$ cat config.mk
export PLATFORM = sky130hd
export DESIGN_NAME = flit_pkt_arbiter_flat
export DESIGN_NICKNAME = d
export VERILOG_FILES = /design/src/rtl/flit_pkg.sv /design/src/rtl/flit_pkt_arbiter_if.sv /design/src/rtl/rr_pick.sv /design/src/rtl/flit_pkt_arbiter.sv /design/src/flat_wrapper.sv
export SDC_FILE = /design/constraint.sdc
export NUM_CORES = 1
export LEC_CHECK = 0
export ABC_AREA = 1
export BUFFER_PORTS_ARGS = -buffer_cell sky130_fd_sc_hd__buf_2
export CAP_MARGIN = 20
export CORE_ASPECT_RATIO = 1.5
export CORE_MARGIN = 1
export CORE_UTILIZATION = 51
export CTS_BUF_LIST = sky130_fd_sc_hd__clkbuf_8 sky130_fd_sc_hd__clkbuf_16
export CTS_CLUSTER_DIAMETER = 120
export DETAILED_ROUTE_END_ITERATION = 10
export GPL_ROUTABILITY_DRIVEN = 0
export PLACE_DENSITY = 0.82
export SLEW_MARGIN = 15
export SYNTH_ARGS = -nofsm -noshare
export SYNTH_HDL_FRONTEND = slang
export SYNTH_HIERARCHICAL = 1
export SYNTH_SLANG_ARGS = --single-unit
$ cat constraint.sdc
create_clock -name clk -period 3.2 [get_ports clk]
set_input_delay 0.64 -clock clk [delete_from_list [all_inputs] [get_ports clk]]
set_output_delay 0.64 -clock clk [all_outputs]
set_load 0.005 [all_outputs]
$ cat src/rtl/flit_pkg.sv
// Shared constants, flit type and arbiter state encoding for the flit packet arbiter.
package flit_pkg;
  localparam int FLIT_W    = 16;
  localparam int PKT_FLITS = 6;
  localparam logic [FLIT_W-1:0] IDLE_FLIT = 16'h0000;

  typedef logic [FLIT_W-1:0] flit_t;

  typedef enum logic {
    IDLE,
    STREAM
  } arb_state_e;
endpackage

$ cat src/rtl/flit_pkt_arbiter_if.sv
// Bus between the packet sources, the arbiter and the slot extractor.
// master: arbiter side; slave: sources/extractor side.
interface flit_pkt_arbiter_if
  import flit_pkg::*;
#(
  parameter int NUM_REQ   = 4,
  parameter int FLIT_W    = flit_pkg::FLIT_W,
  parameter int PKT_FLITS = flit_pkg::PKT_FLITS,
  parameter int SLOT_W    = $clog2(PKT_FLITS)
);
  logic [NUM_REQ-1:0]        i_req_valid;
  logic [NUM_REQ*FLIT_W-1:0] i_req_flit;
  logic [NUM_REQ-1:0]        o_req_ready;
  logic [FLIT_W-1:0]         o_flit;
  logic                      o_flit_valid;
  logic [SLOT_W-1:0]         o_slot;
  logic [NUM_REQ-1:0]        o_grant;
  logic                      o_pkt_start;
  logic                      o_underrun;

  modport master (
    input  i_req_valid, i_req_flit,
    output o_req_ready, o_flit, o_flit_valid, o_slot, o_grant, o_pkt_start, o_underrun
  );

  modport slave (
    output i_req_valid, i_req_flit,
    input  o_req_ready, o_flit, o_flit_valid, o_slot, o_grant, o_pkt_start, o_underrun
  );
endinterface

$ cat src/rtl/rr_pick.sv
// Combinational round-robin search: one-hot pick of the first valid request at or after ptr.
module rr_pick #(
  parameter int N     = 4,
  parameter int PTR_W = (N > 1) ? $clog2(N) : 1
) (
  input  logic [N-1:0]     valid,
  input  logic [PTR_W-1:0] ptr,
  output logic [N-1:0]     pick,
  output logic             any
);
  logic [PTR_W-1:0] idx;
  logic             found;

  always_comb begin
    pick  = '0;
    found = 1'b0;
    idx   = '0;
    for (int i = 0; i < N; i++) begin
      idx = PTR_W'((int'(ptr) + i) % N);
      if (!found && valid[idx]) begin
        pick[idx] = 1'b1;
        found     = 1'b1;
      end
    end
  end

  assign any = |valid;
endmodule

$ cat src/rtl/flit_pkt_arbiter.sv
// Round-robin whole-packet arbiter feeding a free-running slot extractor (head lands in slot 0).
// Optional per-source granted-packet counters: define FLIT_ARB_STATS_EN.
module flit_pkt_arbiter
  import flit_pkg::*;
#(
  parameter int NUM_REQ   = 4,
  parameter int PKT_FLITS = flit_pkg::PKT_FLITS,
  parameter int FLIT_W    = flit_pkg::FLIT_W,
  parameter int SLOT_W    = $clog2(PKT_FLITS),
  parameter logic [FLIT_W-1:0] IDLE_FLIT = flit_pkg::IDLE_FLIT
) (
  input  logic clk,
  input  logic rst,
  flit_pkt_arbiter_if.master bus
`ifdef FLIT_ARB_STATS_EN
  , output logic [NUM_REQ*16-1:0] o_pkt_cnt
`endif
);
  localparam int PTR_W = (NUM_REQ > 1) ? $clog2(NUM_REQ) : 1;
  localparam logic [SLOT_W-1:0] LAST_SLOT = SLOT_W'(PKT_FLITS - 1);

  arb_state_e         state, state_next;
  logic [SLOT_W-1:0]  slot;
  logic [PTR_W-1:0]   rr_ptr, rr_ptr_next, pick_idx;
  logic [NUM_REQ-1:0] grant, grant_next, pick, ready;
  logic               any_valid, arb_slot;
  logic [FLIT_W-1:0]  flit, flit_next, pick_flit, grant_flit;
  logic               flit_valid, flit_valid_next;
  logic               pkt_start, pkt_start_next;
  logic               underrun, underrun_next;

  assign arb_slot = (slot == LAST_SLOT);

  rr_pick #(.N(NUM_REQ), .PTR_W(PTR_W)) u_pick (
    .valid (bus.i_req_valid),
    .ptr   (rr_ptr),
    .pick  (pick),
    .any   (any_valid)
  );

  always_comb begin
    pick_flit  = '0;
    grant_flit = '0;
    pick_idx   = '0;
    for (int k = 0; k < NUM_REQ; k++) begin
      if (pick[k]) begin
        pick_flit = bus.i_req_flit[k*FLIT_W +: FLIT_W];
        pick_idx  = PTR_W'(k);
      end
      if (grant[k]) grant_flit = bus.i_req_flit[k*FLIT_W +: FLIT_W];
    end
  end

  // The last slot of each frame arbitrates and loads the next head; earlier slots stream the owner.
  always_comb begin
    state_next      = state;
    rr_ptr_next     = rr_ptr;
    grant_next      = grant;
    flit_next       = IDLE_FLIT;
    flit_valid_next = 1'b0;
    pkt_start_next  = 1'b0;
    underrun_next   = 1'b0;
    ready           = '0;
    if (arb_slot) begin
      ready = pick;
      if (any_valid) begin
        state_next      = STREAM;
        grant_next      = pick;
        flit_next       = pick_flit;
        flit_valid_next = 1'b1;
        pkt_start_next  = 1'b1;
        rr_ptr_next     = (pick_idx == PTR_W'(NUM_REQ - 1)) ? '0 : pick_idx + 1'b1;
      end else begin
        state_next = IDLE;
        grant_next = '0;
      end
    end else if (state == STREAM) begin
      ready = grant;
      if (|(grant & bus.i_req_valid)) begin
        flit_next       = grant_flit;
        flit_valid_next = 1'b1;
      end else begin
        underrun_next = 1'b1;
      end
    end
  end

  always_ff @(posedge clk or posedge rst) begin
    if (rst) begin
      slot       <= '0;
      state      <= IDLE;
      rr_ptr     <= '0;
      grant      <= '0;
      flit       <= IDLE_FLIT;
      flit_valid <= 1'b0;
      pkt_start  <= 1'b0;
      underrun   <= 1'b0;
    end else begin
      slot       <= arb_slot ? '0 : slot + 1'b1;
      state      <= state_next;
      rr_ptr     <= rr_ptr_next;
      grant      <= grant_next;
      flit       <= flit_next;
      flit_valid <= flit_valid_next;
      pkt_start  <= pkt_start_next;
      underrun   <= underrun_next;
    end
  end

`ifdef FLIT_ARB_STATS_EN
  for (genvar k = 0; k < NUM_REQ; k++) begin : g_cnt
    logic [15:0] cnt;
    always_ff @(posedge clk or posedge rst) begin
      if (rst) cnt <= '0;
      else if (arb_slot && pick[k] && cnt != 16'hFFFF) cnt <= cnt + 16'd1;
    end
    assign o_pkt_cnt[k*16 +: 16] = cnt;
  end
`endif

  assign bus.o_req_ready  = ready;
  assign bus.o_flit       = flit;
  assign bus.o_flit_valid = flit_valid;
  assign bus.o_slot       = slot;
  assign bus.o_grant      = grant;
  assign bus.o_pkt_start  = pkt_start;
  assign bus.o_underrun   = underrun;
endmodule

$ cat src/flat_wrapper.sv
// flat-port wrapper written by rule: the top's interface ports become plain ports
module flit_pkt_arbiter_flat import flit_pkg::*;
#(
  parameter int NUM_REQ   = 4,
  parameter int PKT_FLITS = flit_pkg::PKT_FLITS,
  parameter int FLIT_W    = flit_pkg::FLIT_W,
  parameter int SLOT_W    = $clog2(PKT_FLITS),
  parameter logic [FLIT_W-1:0] IDLE_FLIT = flit_pkg::IDLE_FLIT
)
  (clk, rst, bus_i_req_valid, bus_i_req_flit, bus_o_req_ready, bus_o_flit, bus_o_flit_valid, bus_o_slot, bus_o_grant, bus_o_pkt_start, bus_o_underrun);
  flit_pkt_arbiter_if #(.NUM_REQ(NUM_REQ), .FLIT_W(FLIT_W), .PKT_FLITS(PKT_FLITS), .SLOT_W(SLOT_W)) bus_i ();
  input  logic clk;
  input  logic rst;
  input wire logic [$bits(bus_i.i_req_valid)-1:0] bus_i_req_valid;
  input wire logic [$bits(bus_i.i_req_flit)-1:0] bus_i_req_flit;
  output wire logic [$bits(bus_i.o_req_ready)-1:0] bus_o_req_ready;
  output wire logic [$bits(bus_i.o_flit)-1:0] bus_o_flit;
  output wire logic [$bits(bus_i.o_flit_valid)-1:0] bus_o_flit_valid;
  output wire logic [$bits(bus_i.o_slot)-1:0] bus_o_slot;
  output wire logic [$bits(bus_i.o_grant)-1:0] bus_o_grant;
  output wire logic [$bits(bus_i.o_pkt_start)-1:0] bus_o_pkt_start;
  output wire logic [$bits(bus_i.o_underrun)-1:0] bus_o_underrun;
  assign bus_i.i_req_valid = bus_i_req_valid;
  assign bus_i.i_req_flit = bus_i_req_flit;
  assign bus_o_req_ready = bus_i.o_req_ready;
  assign bus_o_flit = bus_i.o_flit;
  assign bus_o_flit_valid = bus_i.o_flit_valid;
  assign bus_o_slot = bus_i.o_slot;
  assign bus_o_grant = bus_i.o_grant;
  assign bus_o_pkt_start = bus_i.o_pkt_start;
  assign bus_o_underrun = bus_i.o_underrun;
  flit_pkt_arbiter #(.NUM_REQ(NUM_REQ), .PKT_FLITS(PKT_FLITS), .FLIT_W(FLIT_W), .SLOT_W(SLOT_W), .IDLE_FLIT(IDLE_FLIT)) u_core (.clk(clk), .rst(rst), .bus(bus_i));
endmodule
* Word-level counts from Yosys, hierarchy flattened
Cells that the tools add are included.
Operators by class: add/subtract/negate cells 5, bitwise operators 4, $lt $le $gt $ge 8, muxes and demuxes 51, reduce and logical (&&, ||, !) cells 13, equal/unequal tests 2
Operators with widths (count):
- 16-bit two-way mux | 12
- 4-bit two-way mux | 7
- 1-bit two-way mux | 20
- 2-bit by 3-bit less-than comparator with 1-bit output (second input constant) | 4
- 4-bit bitwise OR | 3
- 1-bit binary-select mux with 2-bit select | 4
- 1-bit demux with 2-bit select | 4
- 2-bit by 1-bit greater-or-equal comparator with 1-bit output (second input constant) | 4
- 4-bit OR reduction | 2
- 1-bit logical AND | 7
- 2-bit two-way mux | 3
- 2-bit by 1-bit adder with 2-bit output (second input constant) | 2
- 2-bit adder (second input constant) | 2
- 4-bit bitwise AND | 1
- 3-bit by 1-bit adder with 3-bit output (second input constant) | 1
- 3-bit equality test (second input constant) | 1
- 1-bit logical NOT | 3
- 3-bit two-way mux | 1
- 2-bit equality test (second input constant) | 1
- 2-bit AND reduction | 1
Word-level totals: output and inout bits 30, input bits 70, flip-flop bits (word level) 29, logic and storage cells 91

* Longest topological paths before layout
depth in word-level cells 18, gate-level depth with buffers 16, depth with buffers taken out 16

* Hierarchy
Netlist, hierarchy kept.
By module, submodules not included:
- flit_pkt_arbiter | sequential area each 725.7 um^2, cells an instance 383, instances 1, area each 2422.3 um^2
- rr_pick | sequential area each 0.0 um^2, cells an instance 74, instances 1, area each 405.4 um^2

* Worst setup path before layout
OpenSTA, ideal clock, no wires.
path kind register -> output, from register u_core.rr_ptr[0], to output port bus_o_req_ready[0], required time 2560 ps, stages on the path, launching flop included 14, slack 477 ps, arrival 2083 ps, buffers on the path 2, path through dfrtp_1 -> inv_2 -> ha_1 -> inv_1 -> nand3_1 -> nand2_1 -> nand2_4 -> nor2_4 -> nand2_1 -> nand3_1 -> buf_2 -> buf_2 -> inv_1 -> o22ai_1
On the way: word-level cells in the longest chain between the ends 13, elaborated cells between the ends (all ways) 48, those cells by class add/sub (3); order compare (8); mux (24); bitwise (3); reduce/logical (10)
Ends and longest elaborated chain:
- start, declared | RTL line flit_pkt_arbiter.sv:24 | logic [PTR_W-1:0] rr_ptr, rr_ptr_next, pick_idx;
- start signal, assigned | RTL line flit_pkt_arbiter.sv:101 | rr_ptr <= rr_ptr_next;
- parallel branches: the longest is 11 deep, another holds 2-bit by 3-bit less-than comparator with 1-bit output
- 4-bit two-way mux (*) | RTL line rr_pick.sv:20 | if (!found && valid[idx]) begin
- net u_core.pick[0] | RTL line flit_pkt_arbiter.sv:25 | logic [NUM_REQ-1:0] grant, grant_next, pick, ready;
- 4-bit two-way mux (*) | RTL line flit_pkt_arbiter.sv:64 | if (arb_slot) begin
- end, declared | RTL line flat_wrapper.sv:16 | output wire logic [$bits(bus_i.o_req_ready)-1:0] bus_o_req_ready;
Mark *: on every way through the listed nets, which the timed path passes. The select of a mux whose other input is x is not followed.

* Worst setup path after layout
from register u_core.rr_ptr[1], to output port bus_o_req_ready[1]
Same word-level chain as after synthesis.

==> reports/qor.yml <==
outcome: "completed"
synth_top_flop_cell: "dfrtp_1"
num_antenna_cells: 0
regToRegSetupSlack_ns: 0.58
dp_hpwl_mm: 6.19
setup_viol: 0
die_w_um: 62.8
relSlewSlack_pct: 52.7
row_count: 32
gr-total-overflow: 0
syn_nets: 533
drt-pass1-iter-count: 5
worstPathMaxFanout: 8
drive_above_1_share_pct: 27.8
grt_pass1_vias: 3226
syn_inst: 457
grtUsageTotal_pct: 30.1
num_vias: 3420
die-area_sq_um: 5850
end_kind: "output port"
crit_arrival_ns: 2.42
clk_pin_slew_ns: 0.07
clock.fmax_ghz: 0.327
yosysTopAreaCell: "dfrtp_1"
die_h_um: 93.2
nets: 623
ant_nets: 0
drc_errors: 0
crit_start: "u_core/rr_ptr[1]"
synth_top_area_share_pct: 25.7
syn_area_per_cell_sq_um: 6.19
grt_max_degree: 32
via_per_inst: 5.56
worst_pin_slew_ns: 0.709
drv_cap: 0
ys_types: 26
h-tree-depth: 2
antenna_found_initial: 0
clock_latency_ns: 0.28
synth.area.top_cells: "dfrtp_1 (26%), nand2_1 (22%), nand3_1 (14%)"
critPathKind: "reg -> out"
area_delta_synth_final_pct: 20.8
powerDensity_nw_per_um2: 962
clk_path_buf_depth: 2
rr_worst_depth: 15
drt-total-wl_mm: 8.73
tns_ns: 0
drt_iter0_markers: 334
post_drt_wl_per_cell_um: 14.2
port-buffer-count: 99
rsz0062_at_grt: "false"
grt_pass1_wl_mm: 14.0
period_share_pct: 95.6
finalHoldViolCount: 0
ys_async_sr_fraction_pct: 100
ys_warn_count: 6
dpl.cell_count: 606
reg2reg_to: "u_core/bus.o_flit[4]"
seq_area_frac_synth_pct: 25.7
fin_cells: 615
yosysMostFrequentCell: "nand2_1"
worstReg2RegStart: "u_core/rr_ptr[1]"
fin_crit_ns: 3.06
clock-skew-final_ns: 0.00276
total_power_uw: 3290
cts-root-buf: "clkbuf_8"
report.final.slew_viol_count: 0
synth-edff-count: 0
postCtsHoldBufs: 0
worstPathRequired_ns: 2.56
ys_ff_latch: 29
start_kind: "register"
ir_drop_mv: 0.751
worstHoldPathType: "in -> async"
numCtsBuffers: 5
leakage_uw: 0.00204
start_util_pct: 53.9
synth_area_sq_um: 2830
synthTopCellsByCount: "nand2_1 (163), nand3_1 (78), inv_1 (56)"
ios: 100
tritoncts: "yes"
cts_sinks: 29
core_sq_um: 5250
## critical path, stage by stage, from the launching register on
cell,delay [ns]
dfrtp_2,0.47
inv_1,0.15
ha_1,0.29
inv_1,0.11
nand3_1,0.08
nand2_1,0.11
nand2_4,0.07
nor2_4,0.13
nand2_1,0.06
nand3_1,0.19
inv_2,0.11
o22ai_1,0.21
buf_2,0.15
## final cells by class
type / count / area, sq um
clock buffers: 5 / 68.8
clock inverters: 2 / 35.0
multi-input cells: 345 / 1720
inverters: 59 / 221
well taps: 68 / 85.1
flip-flops and latches: 29 / 728
repair buffers: 107 / 556
fillers: 502 / 1830
## placed cells by master (no fill, tap or decap), types with 3 or more instances in the layout
cell type / synthesis / final
o22ai_1: 4 / 4
nand3_2: 12 / 12
nand2_1: 163 / 163
dfrtp_1: 29 / 27
nand3_1: 78 / 78
clkbuf_8: 0 / 5
nor2_1: 7 / 7
buf_2: 10 / 99
nand2_2: 5 / 5
nor2_4: 5 / 5
o21ai_0: 8 / 8
buf_4: 7 / 8
ha_1: 6 / 6
a21oi_2: 3 / 3
inv_1: 56 / 56
nand2_4: 4 / 4
a21oi_1: 43 / 43
inv_2: 3 / 3
## kinds of logic (layout without fill, tap and decap cells)
group	Yosys count	in the layout	synth area share [%]
buffers and inverters	83	173	13.5
AOI/OAI and AO/OA	59	59	11.1
DFF	29	29	25.7
and+or+nand+nor	280	280	47.1
adders and majority gates	6	6	2.65
## per-stage QoR
stage	area (sq um)	setup slack [ns]	hold slack [ns]	util [%]
6_report	3410	0.142	0.433	65.1
5_1_grt	3410	0.0247	0.493	65.1
4_1_cts	3400	0.0700	0.439	64.8
3_5_place_dp	3290	0.280	0.547	62.8
3_3_place_gp	3290	0.390	0.527	62.8
2_1_floorplan	2830	0.477	0.521	-
## routing by layer
layer	part of all wire, %	global-route usage (%)	vias to the layer above	wire length [um]
met2	52	54.3	199	4540
met3	8.5	6.10	24	745
li1	-	-	1631	-
met5	0	0	-	0
met4	2.3	15.1	0	201
met1	37	33.1	1566	3240
## worst max path at each step
stage / depth (start not counted) / slack (ns) / to
floorplan: 13 / 0.48 / bus_o_req_ready[0]
detailed placement: 12 / 0.28 / bus_o_req_ready[1]
global placement: 12 / 0.39 / bus_o_req_ready[1]
finish: 12 / 0.14 / bus_o_req_ready[1]
CTS: 12 / 0.07 / bus_o_req_ready[1]
global route: 12 / 0.02 / bus_o_req_ready[1]
## report_power, final
| group | internal (uW) | switching [uW] | leakage (uW) | total [uW] |
|---|---|---|---|---|
| Combinational | 782 | 1520 | 0.00161 | 2300 |
| Sequential | 489 | 118 | 0.000374 | 608 |
| Clock | 226 | 154 | 0.0000540 | 380 |
## repair_timing
| item | 4_1_cts | 5_1_grt |
|---|---|---|
| cloned | 0 | 0 |
| buffers inserted | 0 | 2 |
| setup endpoints to repair | 1 | 1 |
| gates resized for setup | 1 | 1 |
## registers in the layout, summed over array words and instances, names as in the netlist
name and cells:
u_core/bus.o_flit 16, u_core/bus.o_grant 4, u_core/bus.o_slot 3, u_core/rr_ptr 2, u_core/bus.o_flit_valid 1, u_core/bus.o_pkt_start 1
u_core/bus.o_underrun 1, u_core/state 1
Power figures use the tool's default switching activity.
